## config.mk

```make
export PLATFORM = sky130hd
export DESIGN_NAME = reg_file_mp
export DESIGN_NICKNAME = d
export VERILOG_FILES = /design/src/rtl/reg_file_mp.sv
export SDC_FILE = /design/constraint.sdc
export NUM_CORES = 2
export LEC_CHECK = 0
export CAP_MARGIN = 20
export CORE_UTILIZATION = 50
export DETAILED_ROUTE_END_ITERATION = 8
export PLACE_DENSITY = 0.66
export SLEW_MARGIN = 0
export SYNTH_ARGS = -nofsm -noshare
export SYNTH_HDL_FRONTEND = slang
export SYNTH_SLANG_ARGS = --single-unit
```

## constraint.sdc

```tcl
create_clock -name CLK -period 4.2 [get_ports CLK]
set_input_delay 0.63 -clock CLK [delete_from_list [all_inputs] [get_ports CLK]]
set_output_delay 0.63 -clock CLK [all_outputs]
set_load 0.01 [all_outputs]
```

## src/rtl/reg_file_mp.sv

```systemverilog
`default_nettype none
// ============================================================================
// Module      : reg_file_mp
// Description : Parametrised multi-port register file with registered reads,
//               byte-masked writes, optional write-to-read bypass, hardwired
//               zero register and a per-register pending scoreboard.
// Revision    : 1.0 - initial release
// ============================================================================
module reg_file_mp #(
    parameter int DATA_WIDTH = 32,
    parameter int ADDR_WIDTH = 5,
    parameter int NUM_RD     = 2,
    parameter int ZERO_REG   = 1,
    parameter int BYPASS     = 1
) (
    input  logic                         CLK,
    input  logic                         RST,
    input  logic [NUM_RD-1:0]            RD_EN,
    input  logic [NUM_RD*ADDR_WIDTH-1:0] RD_ADDR,
    output logic [NUM_RD*DATA_WIDTH-1:0] RD_DATA,
    output logic [NUM_RD-1:0]            RD_VALID,
    output logic [NUM_RD-1:0]            RD_PEND,
    input  logic                         WR_EN,
    input  logic [ADDR_WIDTH-1:0]        WR_ADDR,
    input  logic [DATA_WIDTH-1:0]        WR_DATA,
    input  logic [DATA_WIDTH/8-1:0]      WR_BE,
    input  logic                         RSV_EN,
    input  logic [ADDR_WIDTH-1:0]        RSV_ADDR
);

    localparam int c_DEPTH  = 1 << ADDR_WIDTH;
    localparam int c_NBYTES = DATA_WIDTH / 8;

    // Storage and scoreboard
    logic [DATA_WIDTH-1:0] r_mem [c_DEPTH];
    logic [c_DEPTH-1:0]    r_pend;

    // Registered read outputs
    logic [NUM_RD-1:0][DATA_WIDTH-1:0] r_rd_data;
    logic [NUM_RD-1:0]                 r_rd_valid;
    logic [NUM_RD-1:0]                 r_rd_pend;

    // Per-port combinational read results
    logic [NUM_RD-1:0][ADDR_WIDTH-1:0] w_rd_addr;
    logic [NUM_RD-1:0][DATA_WIDTH-1:0] w_rd_data;
    logic [NUM_RD-1:0]                 w_rd_pend;

    logic                  w_wr_ok;
    logic                  w_rsv_ok;
    logic [DATA_WIDTH-1:0] w_wr_merged;

    // Register 0 is immune to writes and reservations when hardwired to zero
    assign w_wr_ok  = WR_EN  && !((ZERO_REG != 0) && (WR_ADDR  == '0));
    assign w_rsv_ok = RSV_EN && !((ZERO_REG != 0) && (RSV_ADDR == '0));

    // Unpack the flat read-address bus into one field per port
    generate
        for (genvar k = 0; k < NUM_RD; k++) begin : g_rd_addr
            assign w_rd_addr[k] = RD_ADDR[k*ADDR_WIDTH +: ADDR_WIDTH];
        end
    endgenerate

    // Byte-merge the incoming write data over the current register contents
    always_comb begin
        w_wr_merged = r_mem[WR_ADDR];
        for (int b = 0; b < c_NBYTES; b++) begin
            if (WR_BE[b]) begin
                w_wr_merged[b*8 +: 8] = WR_DATA[b*8 +: 8];
            end
        end
    end

    // Read-side lookup: forward a same-cycle write when bypass is enabled,
    // and force register 0 to read zero / not pending when hardwired
    always_comb begin
        w_rd_data = '0;
        w_rd_pend = '0;
        for (int k = 0; k < NUM_RD; k++) begin
            if ((BYPASS != 0) && w_wr_ok && (WR_ADDR == w_rd_addr[k])) begin
                w_rd_data[k] = w_wr_merged;
                w_rd_pend[k] = 1'b0;
            end else begin
                w_rd_data[k] = r_mem[w_rd_addr[k]];
                w_rd_pend[k] = r_pend[w_rd_addr[k]];
            end
            if ((ZERO_REG != 0) && (w_rd_addr[k] == '0)) begin
                w_rd_data[k] = '0;
                w_rd_pend[k] = 1'b0;
            end
        end
    end

    // State update: writes, pending scoreboard (reserve overrides the
    // write's clear by being the later assignment) and registered reads
    always_ff @(posedge CLK) begin
        if (RST) begin
            for (int i = 0; i < c_DEPTH; i++) begin
                r_mem[i] <= '0;
            end
            r_pend     <= '0;
            r_rd_data  <= '0;
            r_rd_valid <= '0;
            r_rd_pend  <= '0;
        end else begin
            if (w_wr_ok) begin
                r_mem[WR_ADDR]  <= w_wr_merged;
                r_pend[WR_ADDR] <= 1'b0;
            end
            if (w_rsv_ok) begin
                r_pend[RSV_ADDR] <= 1'b1;
            end
            r_rd_valid <= RD_EN;
            for (int k = 0; k < NUM_RD; k++) begin
                if (RD_EN[k]) begin
                    r_rd_data[k] <= w_rd_data[k];
                    r_rd_pend[k] <= w_rd_pend[k];
                end
            end
        end
    end

    assign RD_DATA  = r_rd_data;
    assign RD_VALID = r_rd_valid;
    assign RD_PEND  = r_rd_pend;

endmodule
`default_nettype wire

```

==> run summary <==
==================================================================================================
Most area-hungry cell type in the Yosys netlist                                       sky130_fd_sc_hd__edfxtp_1
Share of the synthesized area in the top cell type                                           47.2%
Arr. time, crit path                                                                       3510 ps
Cts bufs inserted                                                                              119
Die extent in y                                                                             363 um
Slew @ Worst Pin                                                                           1320 ps
Post-layout minimum cycle time                                                             3010 ps
Count of non-filler cells in the finished layout                                              6898
Via density per instance                                                                      7.67
Clock Skews                                                                                28.7 ps
Compound-gate portion of the synthesized area                                                7.49%
CTS HTree Levels                                                                                 3
Post-route worst setup slack                                                               1190 ps
Worst Path Max Fanout                                                                           31
Setup Buffers After CTS                                                                          0
Detailed placer's ending HPWL                                                            180000 um
Placer congestion estimate                                                                    1.01
Capture point of the worst reg-to-reg path                                            r_mem[16][4]
Post-synth EDFFs                                                                              1024
Simple logic cell fraction of the synthesized area                                           9.23%
Clock net sink count                                                                          1124
Maximum clock path buffer count                                                                  3
First-pass GRT wire length                                                               391000 um
Drt first-iter violations                                                                    10800
Most common cell after layout, fill and taps aside                                    sky130_fd_sc_hd__nor2_1
Post-synthesis xor/xnor area fraction                                                       0.135%
Type of the worst setup path                                                          input port to flop
Worst min-delay path category                                                         input port to flop
Worst skew pair latency                                                                     780 ps
Adder-cell share of the synthesized area                                                        0%
Total routing resource utilization after global routing                                      43.5%
Power density over cell area                                                            389 nW/um2
Layout overhead on the synthesized area                                                      14.6%
Wire length reported by the detailed router                                              289000 um
Starting utilization of the core area                                                        50.3%
Antenna viol nets, final                                                                         0
CP Launch Type                                                                          input port
Proportion of synthesized flip-flops having asynchronous set or reset                           0%
Type of destination of the critical path                                                      flop
IO Count                                                                                       130
Core area                                                                               129000 um2
Clock Root Buffer                                                                     sky130_fd_sc_hd__clkbuf_16
Startpoint of the worst-slack reg-to-reg timing path                                   r_mem[3][4]
Detail-routed net length per standard cell                                                 42.0 um
CTS-repair resized insts                                                                         0
Final #Nets                                                                                   5093
Unrepaired setup endpoints after global routing                                                 no
Total cell area at the placement stage                                                   70400 um2
Top_reg_cell synth                                                                    sky130_fd_sc_hd__edfxtp_1
Number of endpoints with negative hold slack in the final report                                 0
Core Util, Final                                                                             57.7%
Cell depth of the worst hold path                                                                1
Run status                                                                               completed
Cell depth of the worst flop-to-flop path                                                        6
Core Rows                                                                                      132
Required time of the critical path                                                         4700 ps
Aggregate negative setup slack                                                                0 ps
Number of global-route vias before repair                                                    49800
Launch point of the worst hold path                                                            RST
Dominant combinational cell family by area after synthesis                            multiplexers
Port buffer count                                                                              129
Detailed-route via count                                                                     52900
Worst slew margin                                                                            12.0%
Pin count of the biggest net entering global routing                                            60
GRT overflow                                                                                     0
Place WS                                                                                    583 ps
Commonest non-fill, non-tap cells in the layout                                       sky130_fd_sc_hd__nor2_1 (1029), sky130_fd_sc_hd__edfxtp_1 (1024), sky130_fd_sc_hd__mux4_2 (608)
Worst hold margin                                                                           352 ps
Count of warnings emitted by yosys                                                               0
Synth Area per Inst                                                                       13.3 um2
Number of buffers inserted by hold repair at cts                                                 0
Total die area                                                                          132000 um2
Die Span X                                                                                  363 um
Top post-synthesis cells by area                                                      sky130_fd_sc_hd__edfxtp_1 (47%), sky130_fd_sc_hd__mux4_2 (21%), sky130_fd_sc_hd__mux2i_1 (7.1%)
Reg2Reg Setup Slack                                                                        1430 ps
Antenna violations before repair                                                                16
Post-detailed-route DRC marker count                                                             0
Max frequency                                                                              332 MHz
Netlist area before placement                                                            65100 um2
Number of flip-flops and latches in the synthesized netlist                                   1124
TritonCTS clock tree                                                                           yes
Number of max-slew violations in the final report                                                0
Setup violations, final                                                                          0
Max IR drop VDD                                                                           0.404 mV
Post-layout power                                                                          29.0 mW
Standby leakage power                                                                      27.3 nW
Final clock period utilization by the worst path                                             71.7%
Total instance count after detailed placement                                                 6651
Count of cell types in the netlist                                                              78
Router iterations before antenna repair                                                          7
WHS Endpoint                                                                          r_mem[0][13]
Clock transition time at the flip-flop clock pins of the worst setup and hold paths          70 ps
Number of instances in the synthesized netlist                                                4892
Share of layout cells above drive strength 1                                                 26.2%
Register area share after synthesis                                                          50.3%
Number of maximum-capacitance violations                                                         0
Proportion of synthesized area in mux cells                                                  28.6%
Summed area of non-filler cells in the final layout                                      74600 um2
==================================================================================================
==> how the worst max path moves through the flow <==
stage / startpoint / endpoint / slack, ps / cells after the start
6_report: WR_ADDR[4] / r_mem[6][11] / 1190 / 8
5_1_grt: WR_ADDR[4] / r_mem[3][4] / 1140 / 7
4_1_cts: WR_ADDR[2] / r_mem[6][13] / 1370 / 9
3_5_place_dp: WR_ADDR[2] / r_mem[6][13] / 580 / 9
3_3_place_gp: WR_ADDR[3] / r_mem[6][13] / 570 / 8
2_1_floorplan: WR_ADDR[0] / r_mem[11][0] / 1140 / 9
==> power by group <==
| part | switching (mW) | total (mW) | leakage (nW) | internal, mW |
|---|---|---|---|---|
| clock network | 4.72 | 11.3 | 2.01 | 6.62 |
| logic | 2.81 | 4.61 | 13.9 | 1.80 |
| registers | 0.406 | 13.1 | 11.4 | 12.7 |
==> cells by family after synthesis <==
family,count (synthesis)
muxes,1094
xor gates and xnor gates,10
AOI/OAI and AO/OA,681
buffers and inverters,564
DFF,1124
and+or+nand+nor,1418
other,1
==> sequential cells by signal, summed over array words and instances (netlist names) <==
name	cells
r_pend	32
RD_DATA	64
RD_VALID	2
r_mem	1024
RD_PEND	2
==> cell type report <==
class	count	area (um2)
antenna	21	52.6
sequential	1124	32800
fill	10300	54700
tap	1742	2180
timing repair buffer	506	5310
multi-input combinational	3235	30000
clock buffer	158	3320
clock inverter	67	800
inverter	45	174
==> routing by layer <==
| metal | up-vias | GRT usage, % | wire [um] | part of all wire, % |
|---|---|---|---|---|
| met2 | 5813 | 59.1 | 118000 | 41 |
| met3 | 1396 | 20.2 | 52800 | 18 |
| met1 | 26200 | 54.5 | 94200 | 33 |
| met4 | 16 | 30.9 | 24700 | 8.5 |
| met5 | - | 0 | 99 | 0.034 |
| li1 | 19400 | - | - | - |
==> worst max-delay path: stages <==
cell and delay, ps:
sky130_fd_sc_hd__buf_2 670, sky130_fd_sc_hd__or4b_1 520, sky130_fd_sc_hd__buf_12 270, sky130_fd_sc_hd__o22ai_1 110
sky130_fd_sc_hd__or3_1 360, sky130_fd_sc_hd__o32ai_4 600, sky130_fd_sc_hd__buf_12 250, sky130_fd_sc_hd__nor2_1 60
==> cells in the mapped netlist (4+ instances only) <==
master / instances
sky130_fd_sc_hd__o32ai_2: 12
sky130_fd_sc_hd__buf_4: 56
sky130_fd_sc_hd__o221ai_1: 15
sky130_fd_sc_hd__a211oi_1: 34
sky130_fd_sc_hd__a21oi_1: 117
sky130_fd_sc_hd__nor3b_2: 4
sky130_fd_sc_hd__a31oi_1: 8
sky130_fd_sc_hd__a32o_1: 5
sky130_fd_sc_hd__nand2_2: 9
sky130_fd_sc_hd__xor2_1: 10
sky130_fd_sc_hd__a22oi_1: 130
sky130_fd_sc_hd__o21ai_2: 7
sky130_fd_sc_hd__buf_2: 230
sky130_fd_sc_hd__inv_1: 44
sky130_fd_sc_hd__nand2b_1: 30
sky130_fd_sc_hd__o211ai_1: 27
sky130_fd_sc_hd__o2bb2ai_2: 5
sky130_fd_sc_hd__mux4_2: 608
sky130_fd_sc_hd__clkbuf_1: 186
sky130_fd_sc_hd__a222oi_1: 10
sky130_fd_sc_hd__buf_1: 25
sky130_fd_sc_hd__o21ai_0: 39
sky130_fd_sc_hd__buf_6: 20
sky130_fd_sc_hd__and2_1: 34
sky130_fd_sc_hd__o22ai_1: 156
sky130_fd_sc_hd__or3_1: 19
sky130_fd_sc_hd__a22o_1: 29
sky130_fd_sc_hd__nor2b_1: 13
sky130_fd_sc_hd__edfxtp_1: 1024
sky130_fd_sc_hd__dfxtp_1: 100
sky130_fd_sc_hd__nor3_1: 48
sky130_fd_sc_hd__a21o_1: 30
sky130_fd_sc_hd__o2111ai_1: 4
sky130_fd_sc_hd__mux2_2: 24
sky130_fd_sc_hd__nand3_1: 14
sky130_fd_sc_hd__nand4_1: 9
sky130_fd_sc_hd__nand2_1: 144
sky130_fd_sc_hd__nor2_1: 1034
sky130_fd_sc_hd__a221oi_1: 32
sky130_fd_sc_hd__nor4_1: 16
sky130_fd_sc_hd__nand4b_1: 7
sky130_fd_sc_hd__mux2i_1: 462
sky130_fd_sc_hd__nand4bb_1: 4
Power figures use the tool's default switching activity.
